--- src/rtl/led_frame_buffer.sv ---
// Double-buffered frame store feeding the 8x8 LED scan controller.
// Host rows land in a back buffer; a commit copies the back buffer into the
// front buffer (frame_out) only on the last row pulse of a scan frame, so the
// display never shows a partially written frame. Also owns the scan tick
// divider that paces the controller's row stepping.
module led_frame_buffer #(
  parameter int TICK_DIV = 50000,
  parameter int CNT_W    = 20
) (
  input  logic        clk,
  input  logic        rst,
  input  logic        wr_en,
  input  logic [2:0]  wr_row,
  input  logic [7:0]  wr_data,
  input  logic        clr,
  input  logic        commit,
  output logic [63:0] frame_out,
  output logic        time_pulse,
  output logic        pending,
  output logic        commit_ack,
  output logic        wr_err
);

  logic [CNT_W-1:0] cnt_q, cnt_d;
  logic [2:0]       pulse_idx_q, pulse_idx_d;
  logic [63:0]      back_q, back_d;
  logic [63:0]      front_q, front_d;
  logic             pend_q, pend_d;
  logic             tp_q, tp_d;
  logic             ack_q, ack_d;
  logic             err_q, err_d;
  logic             boundary;
  logic [5:0]       row_lsb;

  // Next-state logic: tick divider, back buffer edits, commit and swap.
  always_comb begin
    cnt_d = cnt_q + CNT_W'(1);
    tp_d  = 1'b0;
    if (cnt_q == CNT_W'(TICK_DIV - 1)) begin
      cnt_d = '0;
      tp_d  = 1'b1;
    end

    pulse_idx_d = tp_q ? pulse_idx_q + 3'd1 : pulse_idx_q;
    boundary    = tp_q && (pulse_idx_q == 3'd7);

    // Row 0 is the top row and sits in the most significant byte.
    row_lsb = {~wr_row, 3'b000};

    back_d = back_q;
    err_d  = 1'b0;
    if (pend_q) begin
      // Back buffer is frozen until the pending copy has been taken.
      err_d = wr_en || clr;
    end else if (clr) begin
      back_d = '0;
    end else if (wr_en) begin
      back_d[row_lsb +: 8] = wr_data;
    end

    pend_d  = pend_q;
    front_d = front_q;
    ack_d   = 1'b0;
    if (pend_q) begin
      if (boundary) begin
        front_d = back_q;
        pend_d  = 1'b0;
        ack_d   = 1'b1;
      end
    end else if (commit) begin
      // A commit arriving on a boundary pulse waits for the next boundary,
      // since pend_q is still low while this boundary is evaluated.
      pend_d = 1'b1;
    end
  end

  // State registers with synchronous active-low reset.
  always_ff @(posedge clk) begin
    if (!rst) begin
      cnt_q       <= '0;
      pulse_idx_q <= '0;
      back_q      <= '0;
      front_q     <= '0;
      pend_q      <= 1'b0;
      tp_q        <= 1'b0;
      ack_q       <= 1'b0;
      err_q       <= 1'b0;
    end else begin
      cnt_q       <= cnt_d;
      pulse_idx_q <= pulse_idx_d;
      back_q      <= back_d;
      front_q     <= front_d;
      pend_q      <= pend_d;
      tp_q        <= tp_d;
      ack_q       <= ack_d;
      err_q       <= err_d;
    end
  end

  assign frame_out  = front_q;
  assign time_pulse = tp_q;
  assign pending    = pend_q;
  assign commit_ack = ack_q;
  assign wr_err     = err_q;

endmodule

--- config.mk ---
export PLATFORM = sky130hd
export DESIGN_NAME = led_frame_buffer
export DESIGN_NICKNAME = d
export VERILOG_FILES = /design/src/rtl/led_frame_buffer.sv
export SDC_FILE = /design/constraint.sdc
export NUM_CORES = 1
export LEC_CHECK = 0
export ABC_AREA = 1
export CORE_MARGIN = 2
export CORE_UTILIZATION = 40
export CTS_CLUSTER_DIAMETER = 30
export CTS_CLUSTER_SIZE = 30
export DETAILED_ROUTE_END_ITERATION = 10
export PLACE_DENSITY = 0.64
export SETUP_SLACK_MARGIN = 0.05
export SLEW_MARGIN = 20
export SYNTH_ARGS = -nofsm -noshare
export SYNTH_HDL_FRONTEND = slang
export SYNTH_SLANG_ARGS = --single-unit
--- constraint.sdc ---
create_clock -name clk -period 2.51 [get_ports clk]
set_clock_uncertainty 0.05 [all_clocks]
set_input_delay 0.6275 -clock clk [delete_from_list [all_inputs] [get_ports clk]]
set_output_delay 0.6275 -clock clk [all_outputs]
set_load 0.01 [all_outputs]
* Yosys cells after proc, flatten, opt, wreduce, memory -nomap -nowiden *
Cells that the tools add are included.

operators by class
  $add $sub $neg = 3
  bitwise operators = 3
  shift-type cells = 2
  eq/ne operators = 2
  multiplexer cells = 8
  reduce and logical (&&, ||, !) cells = 7

operators by type and width
  operator                                                                  number
  64-bit two-way mux                                                        2
  64-bit bitwise mux                                                        1
  8-bit by 8-bit variable shift with 64-bit output (first input constant)   1
  8-bit by 8-bit indexed part select with 64-bit output                     1
  20-bit by 1-bit adder with 20-bit output (second input constant)          1
  20-bit by 16-bit equality test with 1-bit output (second input constant)  1
  6-bit negator with 8-bit output                                           1
  2-bit AND reduction                                                       3
  1-bit two-way mux                                                         5
  3-bit by 1-bit adder with 3-bit output (second input constant)            1
  3-bit equality test (second input constant)                               1
  3-bit inverter                                                            1
  1-bit inverter                                                            2
  2-bit nonzero test                                                        1
  2-bit OR reduction                                                        1
  1-bit logical AND                                                         1
  1-bit logical OR                                                          1

word-level totals
  register bits = 155
  output and inout port bits = 68
  logic and storage cells = 33

* Longest topological paths before layout *
Gate-level depths: netlist of the first run.

  depth in word-level cells = 6
  depth in mapped cells = 8
  gate-level depth less buffers = 8

* Least setup slack after synthesis of the first run *
Ideal clock, no wire load.

  path type = input -> register
  start point = input port wr_row[0]
  end point = register back_q[0]
  setup time = 0.132 ns
  setup slack = 0.443 ns
  arrival time = 1.884 ns
  stages on the path = 8
  path buffers = 0
  cells stage by stage = ha_1 ha_1 inv_2 nand3_1 nor2_2 o21ai_1 nand2_1 a21oi_1

on the way
  word-level cells in the longest chain between the ends = 6
  elaborated cells between the ends (all ways) = 7
  classes of those cells = 1 x add/sub; 2 x shift; 3 x mux; 1 x bitwise

ends and longest elaborated chain
  item                                                                                                                              line  source
  start, declared                                                                                                                   13    input logic [2:0] wr_row,
  3-bit inverter (*)                                                                                                                48    row_lsb = {~wr_row, 3'b000};
  6-bit negator with 8-bit output (*)                                                                                               58    back_d[row_lsb +: 8] = wr_data;
  8-bit by 8-bit indexed part select with 64-bit output / 8-bit by 8-bit variable shift with 64-bit output (equally long branches)  58
  64-bit bitwise mux (*)                                                                                                            58
  64-bit two-way mux (*)                                                                                                            57    end else if (wr_en) begin
  64-bit two-way mux (*)                                                                                                            55    end else if (clr) begin
  end signal, assigned                                                                                                              91    back_q <= back_d;
  end, declared                                                                                                                     26    logic [63:0] back_q, back_d;

Mark *: on every way between the ends. The rest lies on a longest branch, timed or not. The select of a mux whose other input is x is not followed.
A chain may end at the register's enable or synchronous reset.

* Worst setup path in the final report of the first run *
  start point = register pend_q (netlist: pending)
  end point = output port pending

RTL lines
  item                    line  source
  start, declared         28    logic pend_q, pend_d;
  start signal, assigned  93    pend_q <= pend_d;
  end, declared           19    output logic pending,

No word-level cell between the ends.

==> results of run 1 <==
==> path summary, 6_finish.rpt <==
kind | from | slack [ns] | cells after the start | end
min | cnt_q[0] | 0.40 | 1 | cnt_q[0]
min reg2reg | cnt_q[0] | 0.40 | 1 | cnt_q[0]
max | pending | 0.27 | 1 | pending
max reg2reg | pulse_idx_q[0] | 0.81 | 7 | frame_out[18]
==> synthesized netlist by cell type <==
library cell / count
xor2_1: 6
nand3b_1: 4
clkbuf_1: 16
o21bai_1: 3
inv_2: 2
clkinv_1: 2
or2_2: 1
and2_1: 1
nor2_1: 49
inv_1: 27
a21oi_1: 138
ha_1: 6
dfxtp_1: 155
buf_4: 2
buf_2: 10
nand4_1: 3
buf_1: 3
nand3_1: 17
xnor2_1: 3
o21ai_0: 4
o21ai_2: 1
nand2_8: 1
nor2_2: 5
nor2_8: 9
o21ai_1: 4
nand2_1: 302
==> power by group <==
part	internal (mW)	switching, mW	leakage (nW)	total, mW
sequential	2.48	0.0121	1.25	2.49
combinational	0.0949	0.181	1.14	0.276
clock	1.82	0.986	0.314	2.80
==> flip-flops by register name, summed over array words and instances (netlist names) <==
signal	count
frame_out	64
pending	1
back_q	64
commit_ack	1
pulse_idx_q	3
cnt_q	20
time_pulse	1
wr_err	1
==> final cells by class <==
type	instances	area (um^2)
tap	184	230
timing repair buffer	108	1040
clock inverter	10	189
inverter	31	118
clock buffer	21	460
multi-input combinational	557	2620
sequential	155	3100
fill	1433	6770
==> worst reg2reg max path: stages (launching register included) <==
cell	delay [ns]
dfxtp_1	0.34
ha_1	0.16
ha_1	0.15
nand3_2	0.11
inv_2	0.34
buf_4	0.28
nand2_1	0.07
a21oi_1	0.13
==> layer usage <==
metal / up-vias / global-route usage (%) / share of wire [%]
met5: - / 0 / 0
met4: 0 / 7.50 / 1.4
met3: 17 / 4.25 / 4.5
met2: 102 / 29.3 / 47
met1: 2350 / 24.2 / 47
li1: 2680 / - / -
==> layout by cell type, fill, tap and decap left out, types with 4 or more instances in the layout <==
cell type	synthesis	routed
o21ai_0	4	4
nor2_1	49	49
nand3b_1	4	4
bufinv_16	0	5
buf_4	2	23
a21oi_1	138	138
clkdlybuf4s50_1	0	83
o21ai_1	4	4
nand2_1	302	302
clkbuf_16	0	17
nor2_2	5	5
xor2_1	6	6
dfxtp_1	155	155
ha_1	6	6
nor2_8	9	9
nand3_1	17	16
inv_1	27	26
==> kinds of logic after synthesis <==
logic type	count (synthesis)	share of synthesized area (%)
buffers and inverters	62	4.24
DFF	155	52.0
AOI/OAI and AO/OA	150	12.8
and+or+nand+nor	392	28.4
xor gates and xnor gates	9	1.32
adders and majority gates	6	1.26
==> run metrics, run 1 <==
die width=126 um; Max Fclk=446 MHz; floorplan row count=44; Fin. Hold Viols=0; worst slack at placement=-0.0364 ns; die area=15900 um^2; Worst Max-Slew Pin Slew=0.456 ns; dpl hpwl=9.34 mm; CP max stage delay=0.61 ns; initial antenna violation count=0; Layout area overhead=30.0%; root buffer cell=clkbuf_16; Critical Path Source Type=flop; remaining global-route overflow=0; minimum clock period=2.24 ns; Detailed Routing Iterations Pass 1=4; syn_nets=796; Post-route DRC=0; port bufs=83; final cell count without fillers=1066; clk buf depth=2; vias in the first global route=4749; top cell type by total area after synthesis=dfxtp_1; Worst Hold Class=reg2reg; Routed WL=14.2 mm; Synth Area per Inst=7.71 um^2; Initial DRC Count=312; max_slew headroom=69.6%; Final nets=892; crit path DAT=1.56 ns; cell family with most CP delay=buffers and inverters; CP Cell Sequence=clkdlybuf4s50_1; crit path capture type=primary output; hold_buf cts=0; Die Ht=126 um; Lkg Pwr=2.70 nW; CTS buffer count=17; htree depth=4; worst setup path class=reg2out; Synth Warn #=0; Final TNS setup=0 ns; Tot Pwr=5.57 mW; Antenna Cells=0; setup ws final=0.268 ns; RePlAce Congestion=0.848; Total Routing Usage GR=18.4%; top cells by area, synth=dfxtp_1, nand2_1, a21oi_1; register area share after synthesis=52.0%; Synth cell types=26; Critical Path RT=1.83 ns; Max FO, Critical Path=5; Yosys reg bits=155; Final setup viols=0; vias=5149; CTS Sinks=155; status=finished, final reports clean; antenna-violating nets left=0; DR vias/cell=4.83; Post-Syn Area=5970 um^2; post-route clock period utilization=89.3%; Worst-path clk slew=0.06 ns; Clock Latency Late Sink=0.42 ns; Starting Density=41.1%; Util after Layout=53.4%; placed cell area=7110 um^2; post_cts resized=0; global-route wire length before repair=23.5 mm; Bufs and invs on worst path=1; pwr dens=718 nW/um^2; max-cap violations=0; Setup Fix Bufs, Post-CTS=0; worst vdd ir=0.483 mV; Min Hold Slack=0.402 ns; area share of the largest cell type after synthesis=52.0%; CTS tree=yes; design area=7760 um^2; largest net degree at the start of global routing=68; fin. max-slew vios=0; Routed WL per cell=13.3 um; Syn Inst Count=774; dpl cells=1035; RSZ-0062 raised after global routing=no; critical path's slowest cell=clkdlybuf4s50_1; IO Pins=84; Core ar.=14500 um^2; share of layout cells above drive strength 1=8.62%
Note: power is estimated with default switching activity, not from simulation.
==> inputs of run 2 (changes only) <==
- SLEW_MARGIN: 20 -> not set
==> results of run 2 <==
Same layout as run 1: the final DEF is identical, and so are final timing and power.
